<file path="config.mk">
export PLATFORM = sky130hd
export DESIGN_NAME = bs_fsk_ctrl_flat
export DESIGN_NICKNAME = d
export VERILOG_FILES = /design/src/rtl/bs_fsk_ctrl_if.sv /design/src/rtl/bs_fsk_ctrl.sv /design/src/flat_wrapper.sv
export SDC_FILE = /design/constraint.sdc
export NUM_CORES = 1
export LEC_CHECK = 0
export CORE_UTILIZATION = 52
export DETAILED_ROUTE_END_ITERATION = 8
export PLACE_DENSITY = 0.82
export SETUP_SLACK_MARGIN = 0.4
export SYNTH_ARGS = -nofsm -noshare
export SYNTH_HDL_FRONTEND = slang
export SYNTH_SLANG_ARGS = --single-unit
</file>
<file path="constraint.sdc">
create_clock -name clk_in -period 2.49 [get_ports clk_in]
set_clock_uncertainty 0.1 [all_clocks]
set_input_delay 0.498 -clock clk_in [delete_from_list [all_inputs] [get_ports clk_in]]
set_output_delay 0.498 -clock clk_in [all_outputs]
set_load 0.01 [all_outputs]
</file>
<file path="src/rtl/bs_fsk_ctrl_if.sv">
// ============================================================================
// bs_fsk_ctrl_if : byte-source handshake and RF-switch signals of bs_fsk_ctrl
// Revision: 1.0
// ============================================================================
`default_nettype none

interface bs_fsk_ctrl_if;
  logic       start;
  logic [7:0] frame_len;
  logic [7:0] byte_data;
  logic       byte_valid;
  logic       byte_ready;
  logic       sc_out;
  logic       busy;
  logic       done;
  logic       underrun;

  modport master (
    output start, frame_len, byte_data, byte_valid,
    input  byte_ready, sc_out, busy, done, underrun
  );

  modport slave (
    input  start, frame_len, byte_data, byte_valid,
    output byte_ready, sc_out, busy, done, underrun
  );
endinterface

`default_nettype wire

</file>
<file path="src/rtl/bs_fsk_ctrl.sv">
// ============================================================================
// bs_fsk_ctrl : backscatter FSK frame sequencer (preamble, payload, guard gap)
// Revision: 1.0
// ============================================================================
`default_nettype none

module bs_fsk_ctrl #(
  parameter int          DIV_ONE    = 3,
  parameter int          DIV_ZERO   = 6,
  parameter int          BIT_CYCLES = 96,
  parameter int          PRE_LEN    = 8,
  parameter logic [15:0] PREAMBLE   = 16'h00A5,
  parameter int          GAP_CYCLES = 32
) (
  input  wire logic clk_in,
  input  wire logic rst_in,
  bs_fsk_ctrl_if.slave bus
);

  localparam int c_DIV_MAX = (DIV_ONE > DIV_ZERO) ? DIV_ONE : DIV_ZERO;
  localparam int c_PW      = $clog2(c_DIV_MAX) + 1;
  localparam int c_BW      = $clog2(BIT_CYCLES) + 1;
  localparam int c_GW      = $clog2(GAP_CYCLES) + 1;
  localparam int c_SW      = 5;

  localparam logic [c_PW-1:0] c_ONE_LAST  = c_PW'(DIV_ONE - 1);
  localparam logic [c_PW-1:0] c_ZERO_LAST = c_PW'(DIV_ZERO - 1);
  localparam logic [c_PW-1:0] c_PH_INC    = c_PW'(1);
  localparam logic [c_BW-1:0] c_BIT_LAST  = c_BW'(BIT_CYCLES - 1);
  localparam logic [c_BW-1:0] c_BIT_INC   = c_BW'(1);
  localparam logic [c_GW-1:0] c_GAP_LAST  = c_GW'(GAP_CYCLES - 1);
  localparam logic [c_GW-1:0] c_GAP_INC   = c_GW'(1);
  localparam logic [c_SW-1:0] c_PRE_LAST  = c_SW'(PRE_LEN - 1);
  localparam logic [c_SW-1:0] c_BYTE_LAST = c_SW'(7);
  localparam logic [c_SW-1:0] c_SYM_INC   = c_SW'(1);
  // Preamble field left-aligned so the symbol to send is always bit 15
  localparam logic [15:0]     c_PRE_ALIGN = PREAMBLE << (16 - PRE_LEN);

  localparam logic [1:0] S_IDLE = 2'd0;
  localparam logic [1:0] S_PRE  = 2'd1;
  localparam logic [1:0] S_DATA = 2'd2;
  localparam logic [1:0] S_GAP  = 2'd3;

  logic [1:0]      r_state;
  logic            r_sc;
  logic [c_PW-1:0] r_ph;
  logic [c_BW-1:0] r_bcnt;
  logic [c_SW-1:0] r_sym;
  logic [c_GW-1:0] r_gcnt;
  logic [7:0]      r_len;
  logic [7:0]      r_shift;
  logic [15:0]     r_pre;
  logic            r_uflow;

  logic            w_slot_first;
  logic            w_accept;
  logic            w_underrun;
  logic            w_bit;
  logic [c_PW-1:0] w_div_last;
  logic            w_ph_wrap;
  logic            w_sym_end;
  logic [c_PW-1:0] w_ph_next;
  logic            w_sc_next;
  logic [c_BW-1:0] w_bcnt_next;
  logic            w_gap_last;

  assign w_slot_first = (r_state == S_DATA) && (r_bcnt == '0) && (r_sym == '0);
  assign w_accept     = w_slot_first &&  bus.byte_valid;
  assign w_underrun   = w_slot_first && !bus.byte_valid;

  // The first cycle of a byte slot already transmits bit 7 straight off the bus
  assign w_bit = (r_state == S_PRE) ? r_pre[15] :
                 (w_slot_first ? bus.byte_data[7] : r_shift[7]);

  assign w_div_last  = w_bit ? c_ONE_LAST : c_ZERO_LAST;
  assign w_ph_wrap   = (r_ph == w_div_last);
  assign w_sym_end   = (r_bcnt == c_BIT_LAST);
  assign w_ph_next   = (w_sym_end || w_ph_wrap) ? '0 : r_ph + c_PH_INC;
  assign w_sc_next   = w_ph_wrap ? ~r_sc : r_sc;
  assign w_bcnt_next = w_sym_end ? '0 : r_bcnt + c_BIT_INC;
  assign w_gap_last  = (r_state == S_GAP) && (r_gcnt == c_GAP_LAST);

  always_ff @(posedge clk_in) begin
    if (rst_in) begin
      r_state <= S_IDLE;
      r_sc    <= 1'b0;
      r_ph    <= '0;
      r_bcnt  <= '0;
      r_sym   <= '0;
      r_gcnt  <= '0;
      r_len   <= '0;
      r_shift <= '0;
      r_pre   <= '0;
      r_uflow <= 1'b0;
    end else begin
      case (r_state)
        S_IDLE: begin
          r_sc   <= 1'b0;
          r_ph   <= '0;
          r_bcnt <= '0;
          r_sym  <= '0;
          r_gcnt <= '0;
          if (bus.start && (bus.frame_len != 8'd0)) begin
            r_len   <= bus.frame_len;
            r_pre   <= c_PRE_ALIGN;
            r_uflow <= 1'b0;
            r_state <= S_PRE;
          end
        end

        S_PRE: begin
          r_sc   <= w_sc_next;
          r_ph   <= w_ph_next;
          r_bcnt <= w_bcnt_next;
          if (w_sym_end) begin
            r_pre <= {r_pre[14:0], 1'b0};
            if (r_sym == c_PRE_LAST) begin
              r_sym   <= '0;
              r_state <= S_DATA;
            end else begin
              r_sym <= r_sym + c_SYM_INC;
            end
          end
        end

        S_DATA: begin
          if (w_underrun) begin
            r_sc    <= 1'b0;
            r_ph    <= '0;
            r_bcnt  <= '0;
            r_sym   <= '0;
            r_gcnt  <= '0;
            r_uflow <= 1'b1;
            r_state <= S_GAP;
          end else begin
            r_sc   <= w_sc_next;
            r_ph   <= w_ph_next;
            r_bcnt <= w_bcnt_next;
            if (w_accept) begin
              r_shift <= bus.byte_data;
              r_len   <= r_len - 8'd1;
            end else if (w_sym_end) begin
              r_shift <= {r_shift[6:0], 1'b0};
            end
            if (w_sym_end) begin
              if (r_sym == c_BYTE_LAST) begin
                r_sym <= '0;
                // r_len already counts the byte just finished
                if (r_len == 8'd0) begin
                  r_sc    <= 1'b0;
                  r_ph    <= '0;
                  r_gcnt  <= '0;
                  r_state <= S_GAP;
                end
              end else begin
                r_sym <= r_sym + c_SYM_INC;
              end
            end
          end
        end

        S_GAP: begin
          r_sc <= 1'b0;
          if (w_gap_last) begin
            r_gcnt  <= '0;
            r_state <= S_IDLE;
          end else begin
            r_gcnt <= r_gcnt + c_GAP_INC;
          end
        end

        default: r_state <= S_IDLE;
      endcase
    end
  end

  // The underrun cycle must already be silent on the switch pin
  assign bus.sc_out     = r_sc & ~w_underrun;
  assign bus.busy       = (r_state != S_IDLE);
  assign bus.done       = w_gap_last & ~r_uflow;
  assign bus.underrun   = w_underrun;
  assign bus.byte_ready = w_slot_first;

endmodule

`default_nettype wire

</file>
<file path="src/flat_wrapper.sv">
// flat-port wrapper written by rule: the top's interface ports become plain ports
module bs_fsk_ctrl_flat 
#(
  parameter int          DIV_ONE    = 3,
  parameter int          DIV_ZERO   = 6,
  parameter int          BIT_CYCLES = 96,
  parameter int          PRE_LEN    = 8,
  parameter logic [15:0] PREAMBLE   = 16'h00A5,
  parameter int          GAP_CYCLES = 32
)
  (clk_in, rst_in, bus_start, bus_frame_len, bus_byte_data, bus_byte_valid, bus_byte_ready, bus_sc_out, bus_busy, bus_done, bus_underrun);
  bs_fsk_ctrl_if bus_i ();
  input  wire logic clk_in;
  input  wire logic rst_in;
  input wire logic [$bits(bus_i.start)-1:0] bus_start;
  input wire logic [$bits(bus_i.frame_len)-1:0] bus_frame_len;
  input wire logic [$bits(bus_i.byte_data)-1:0] bus_byte_data;
  input wire logic [$bits(bus_i.byte_valid)-1:0] bus_byte_valid;
  output wire logic [$bits(bus_i.byte_ready)-1:0] bus_byte_ready;
  output wire logic [$bits(bus_i.sc_out)-1:0] bus_sc_out;
  output wire logic [$bits(bus_i.busy)-1:0] bus_busy;
  output wire logic [$bits(bus_i.done)-1:0] bus_done;
  output wire logic [$bits(bus_i.underrun)-1:0] bus_underrun;
  assign bus_i.start = bus_start;
  assign bus_i.frame_len = bus_frame_len;
  assign bus_i.byte_data = bus_byte_data;
  assign bus_i.byte_valid = bus_byte_valid;
  assign bus_byte_ready = bus_i.byte_ready;
  assign bus_sc_out = bus_i.sc_out;
  assign bus_busy = bus_i.busy;
  assign bus_done = bus_i.done;
  assign bus_underrun = bus_i.underrun;
  bs_fsk_ctrl #(.DIV_ONE(DIV_ONE), .DIV_ZERO(DIV_ZERO), .BIT_CYCLES(BIT_CYCLES), .PRE_LEN(PRE_LEN), .PREAMBLE(PREAMBLE), .GAP_CYCLES(GAP_CYCLES)) u_core (.clk_in(clk_in), .rst_in(rst_in), .bus(bus_i));
endmodule
</file>
### Yosys cells after proc, flatten, opt, wreduce, memory -nomap -nowiden

Cells that the tools add are included.

* memory bits (read-only): 0
* bits in latches: 0
* RAM bits: 0
* memories kept: 0
* output and inout port bits: 5
* bits in registers: 59

* mux-type cells: 49
* $add $sub $neg: 5
* divide/modulo/power cells: 0
* reductions and logical operators: 26
* multipliers: 0
* shift operators: 0
* bitwise logic cells: 5
* $lt $le $gt $ge: 0
* equality and inequality tests: 17

Operators by type and width (number)
* 8-bit 2-to-1 mux: 7
* 16-bit 2-to-1 mux: 2
* 16-bit one-hot mux with 2 select lines: 1
* 6-bit 2-to-1 mux: 5
* 8-bit one-hot mux with 3 select lines: 1
* 4-bit 2-to-1 mux: 5
* 6-bit one-hot mux with 3 select lines: 1
* 8-bit logical NOT: 2
* 2-bit 2-to-1 mux: 8
* 8-bit one-hot mux with 2 select lines: 1
* 5-bit 2-to-1 mux: 3
* 5-bit one-hot mux with 3 select lines: 1
* 4-bit one-hot mux with 3 select lines: 1
* 2-bit by 1-bit != test with 1-bit output, second input constant: 5
* 1-bit 2-to-1 mux: 9
* 3-bit AND reduction: 3
* 8-bit by 1-bit adder with 8-bit output, second input constant: 1
* 8-bit by 7-bit == test with 1-bit output, second input constant: 1
* 2-bit one-hot mux with 4 select lines: 1
* 4-bit AND reduction: 2
* 2-bit nonzero test: 4
* 8-bit nonzero test: 1
* 8-bit by 1-bit subtractor with 8-bit output, second input constant: 1
* 7-bit AND reduction: 1
* 23 further kinds: 35

### Logic depth before layout (Yosys ltp)

* depth after elaboration: 14
* gate-level depth with buffers: 9

### Least setup slack after synthesis

OpenSTA, ideal clock, no wires.

* path kind: reg2reg
* start: reg u_core.r_state[0]
* end: reg u_core.r_gcnt[3]
* arrival: 2.468 ns
* period minus slack after synthesis: 2.638 ns
* library setup time: 0.071 ns
* path buffers: 0
* setup slack: -0.148 ns
* cell stages (with the launch flop): 8
* cells stage by stage: dfxtp_1 > inv_1 > ha_1 > or4b_2 > o41ai_2 > o21ba_4 > or4_1 > a21oi_1

* cells in the longest elaborated chain, start to end: 6
* elaborated cells between the ends (all ways): 15

Ends and longest elaborated chain
* start: declaration: line bs_fsk_ctrl.sv:44 `logic [1:0] r_state;`
* start signal: assignment: line bs_fsk_ctrl.sv:85 `r_state <= S_IDLE;`
* start signal: assignment: line bs_fsk_ctrl.sv:107 `r_state <= S_PRE;`
* start signal: assignment: line bs_fsk_ctrl.sv:119 `r_state <= S_DATA;`
* 2-bit == test: line bs_fsk_ctrl.sv:67, bs_fsk_ctrl.sv:96
* 1-bit logical AND (2 in series): line bs_fsk_ctrl.sv:67 `assign w_slot_first = (r_state == S_DATA) && (r_bcnt == '0) && (r_sym == '0);`
* 1-bit logical AND: line bs_fsk_ctrl.sv:69 `assign w_underrun = w_slot_first && !bus.byte_valid;`
* 3-bit by 1-bit != test with 1-bit output (no line) (tied with other cells)
* 4-bit AND reduction (no line) / 6-bit one-hot mux with 3 select lines (equally long branches)
* end signal: assignment: line bs_fsk_ctrl.sv:168 `r_gcnt <= r_gcnt + c_GAP_INC;`
* end: declaration: line bs_fsk_ctrl.sv:49 `logic [c_GW-1:0] r_gcnt;`

Parallel ways exist; a longest one is shown, timed or not.
A chain may end at the register's enable or synchronous reset.

### Worst setup path in the final report

* start: reg u_core.r_state[0]
* end: reg u_core.r_gcnt[1]

Same word-level chain as after synthesis.

==> qor.yml <==
startpoint_type: "flip-flop"
dpl.hpwl_um: 5820
coreArea_mm2: 0.00551
ff2ff_setup_slack_ns: -0.13
cap_violations: 0
root_buffer: "clkbuf_8"
drt_first_pass_iters: 5
synth_area_mm2: 0.00299
p_int_mw: 2.30
antenna_found_initial: 0
hp-start: "u_core.r_shift[0]$_SDFFE_PP0P_"
first_global_vias: 3231
synthFlopType: "dfxtp_1"
dp_cells: 495
cts_tree: "built"
syn_avg_cell_area_um2: 7.99
postPlaceCellArea_mm2: 0.00370
switching_share_pct: 43.4
synthArstFlopShare_pct: 0
cp_slowest_cell: "or4b_4"
power_density_mw_per_mm2: 909
wl_um: 11800
yosysUniqueCellTypes: 55
rr_startpoint: "u_core.r_state[0]$_SDFFE_PP0P_"
fp.dieW_um: 77.8
post-route-cell-area_mm2: 0.00447
drc: 0
netlist.area_leader.share_pct: 34.2
period_needed_ns: 2.62
reg2reg_depth: 10
p_switching_mw: 1.77
synth_edf_count: 0
relSlewSlack_pct: 49.4
pwr-share-comb_pct: 58.1
hold_depth: 2
slew_violations: 0
die_h_um: 77.8
path_cells: "inv_2 -> ha_4 -> or4b_4 -> buf_6 -> o41ai_4 -> o21ba_4 -> buf_4 -> buf_6 -> o211ai_1 -> o21ai_1"
clock_power_share_pct: 16.0
dieArea_mm2: 0.00605
yosysTopAreaCell: "dfxtp_1"
synth_commonest_cells: "dfxtp_1 (51), nand2_1 (43), nor2_1 (35)"
rsz0062_at_grt: "yes"
end_kind: "flip-flop"
hold_viol: 0
hp-class: "flip-flop to flip-flop"
finalPower_mw: 4.07
fin_nets: 498
crit_path_max_fanout: 5
ys.warnings.count: 0
gp_congestion: 0.881
layout.core_utilization_pct: 81.3
whs_endpoint: "u_core.r_shift[0]$_SDFFE_PP0P_"
crit_start: "u_core.r_state[0]$_SDFFE_PP0P_"
ys_ff_latch: 51
grt-ovfl-total: 0
fmax_mhz: 381
grt_usage_pct: 33.1
grt_pass1_wl_um: 15500
io-pin-count: 25
critPathMaxStageDelay_ns: 0.49
peakVddDrop_mv: 0.761
start_util_pct: 54.2
core.rowCount: 27
yosysMostFrequentCell: "dfxtp_1"
status: "complete, but fails checks"
syn_inst: 374
grt_max_degree: 47
antenna_left: 0
worst_ep_arrival_time_ns: 2.75
cts_max_level: 2
pwr-share-seq_pct: 25.9
drive_gt1_share_pct: 37.2
p_leak_nw: 1.63
synthTopCellsByArea: "dfxtp_1 (34%), ha_1 (5.9%), nand2_1 (5.4%), nor2_1 (4.4%), a21oi_1 (4.4%)"
violations: "negative setup slack"
clkTransAtPathRegs_ns: 0.11
cp_common_cell: "buf_6"
numCtsBuffers: 5
path_class: "flip-flop to flip-flop"
area_delta_synth_final_pct: 49.8
fin_cells: 537
worstPathRequired_ns: 2.61
vias_per_cell: 6.85
setup_ws_ns: -0.134
r2r-end: "u_core.r_gcnt[1]$_SDFFE_PP0P_"
synth_nets: 408
clock-sinks: 51
port_buffers: 24
wl_per_cell_um: 22.0
tightest_slew_ns: 0.751
clk_latency_ns: 0.35
period_share_pct: 105
vias: 3679
cts.path.max_buffers: 2
diodes: 0
finalSetupViolCount: 8
ys_seq_area_share_pct: 34.2
drt_iter0_markers: 376
hold_buffers: 0
## placed cells by master, fill, tap and decap left out, drive strengths merged, types with 9 or more instances in the layout
master,Yosys,routed
nor3,13,13
clkdlybuf4s50,0,10
a311oi,10,10
a21oi,26,26
inv,16,16
nand3,17,17
mux2i,10,10
a31oi,9,9
nor2,35,35
buf,1,86
nand2,43,43
dfxtp,51,51
ha,14,14
o21ai,16,16
## worst max path at each step
stage | to | slack (ns) | depth (start not counted)
2_1_floorplan | u_core.r_gcnt[4]$_SDFFE_PP0P_ | 0.04 | 6
3_3_place_gp | bus_underrun | -0.14 | 5
3_5_place_dp | bus_underrun | -0.18 | 5
4_1_cts | u_core.r_gcnt[4]$_SDFFE_PP0P_ | 0.001 | 8
5_1_grt | u_core.r_gcnt[1]$_SDFFE_PP0P_ | -0.20 | 10
6_report | u_core.r_gcnt[1]$_SDFFE_PP0P_ | -0.13 | 10
## cell families after synthesis
family	synth area share, %
buffers and inverters	5.28
AO/OA/AOI/OAI	22.3
XOR/XNOR	0.587
adder cells (fa/ha/maj)	5.87
flip-flops	34.2
AND/OR/NAND/NOR	27.7
multiplexers	4.11
## per-layer routing
| metal | GRT usage (%) | wire [um] |
|---|---|---|
| met5 | 0 | 0 |
| met4 | 16.0 | 921 |
| met3 | 6.94 | 939 |
| met2 | 57.7 | 5650 |
| met1 | 38.4 | 4290 |
## flip-flops by register name, summed over array words and instances (netlist names), 2 cells and up
signal and cells:
u_core.r_state 2, u_core.r_sym 5, u_core.r_ph 4, u_core.r_gcnt 6, u_core.r_bcnt 8, u_core.r_pre 8
u_core.r_len 8, u_core.r_shift 8
## through the flow
| step | setup TNS, ns | hold slack [ns] | worst slack [ns] |
|---|---|---|---|
| 4_1_cts | 0 | 0.385 | 0.00149 |
| 3_3_place_gp | -0.255 | 0.354 | -0.138 |
| 6_report | -0.591 | 0.383 | -0.134 |
| 3_5_place_dp | -0.566 | 0.368 | -0.182 |
| 2_1_floorplan | 0 | 0.339 | 0.0438 |
| 5_1_grt | -0.984 | 0.400 | -0.204 |
## worst max-delay path, delay by kind of cell, from the launching register on
kind	cells	cell delay, ns
adders and majority gates	1	0.15
AOI/OAI and AO/OA	4	0.96
buffers and inverters	4	0.46
DFF	1	0.35
and+or+nand+nor	1	0.49
## power groups by stage
stage                     logic, mW  clock network [mW]  registers [mW]
after detailed placement       1.61                   0            1.04
after floorplan                1.03                   0            1.03
after global placement         1.55                   0            1.03
after CTS                      1.83               0.623            1.03
after global routing           2.46               0.677            1.06
final                          2.36               0.651            1.05
## final cells by class
| class | instances | area (um^2) |
|---|---|---|
| clock buffers | 5 | 68.8 |
| multi-input cells | 283 | 2270 |
| well taps | 72 | 90.1 |
| repair buffers | 106 | 896 |
| clock inverters | 3 | 47.5 |
| fillers | 303 | 1030 |
| flip-flops and latches | 51 | 1030 |
| inverters | 17 | 72.6 |
## repair_timing
item                                    4_1_cts  5_1_grt
cloned                                        1        0
endpoints found under the setup margin       54       54
pin swaps                                    22       17
resized for setup                            76       46
buffers inserted                             17       16
(Power assumes the default switching activity.)
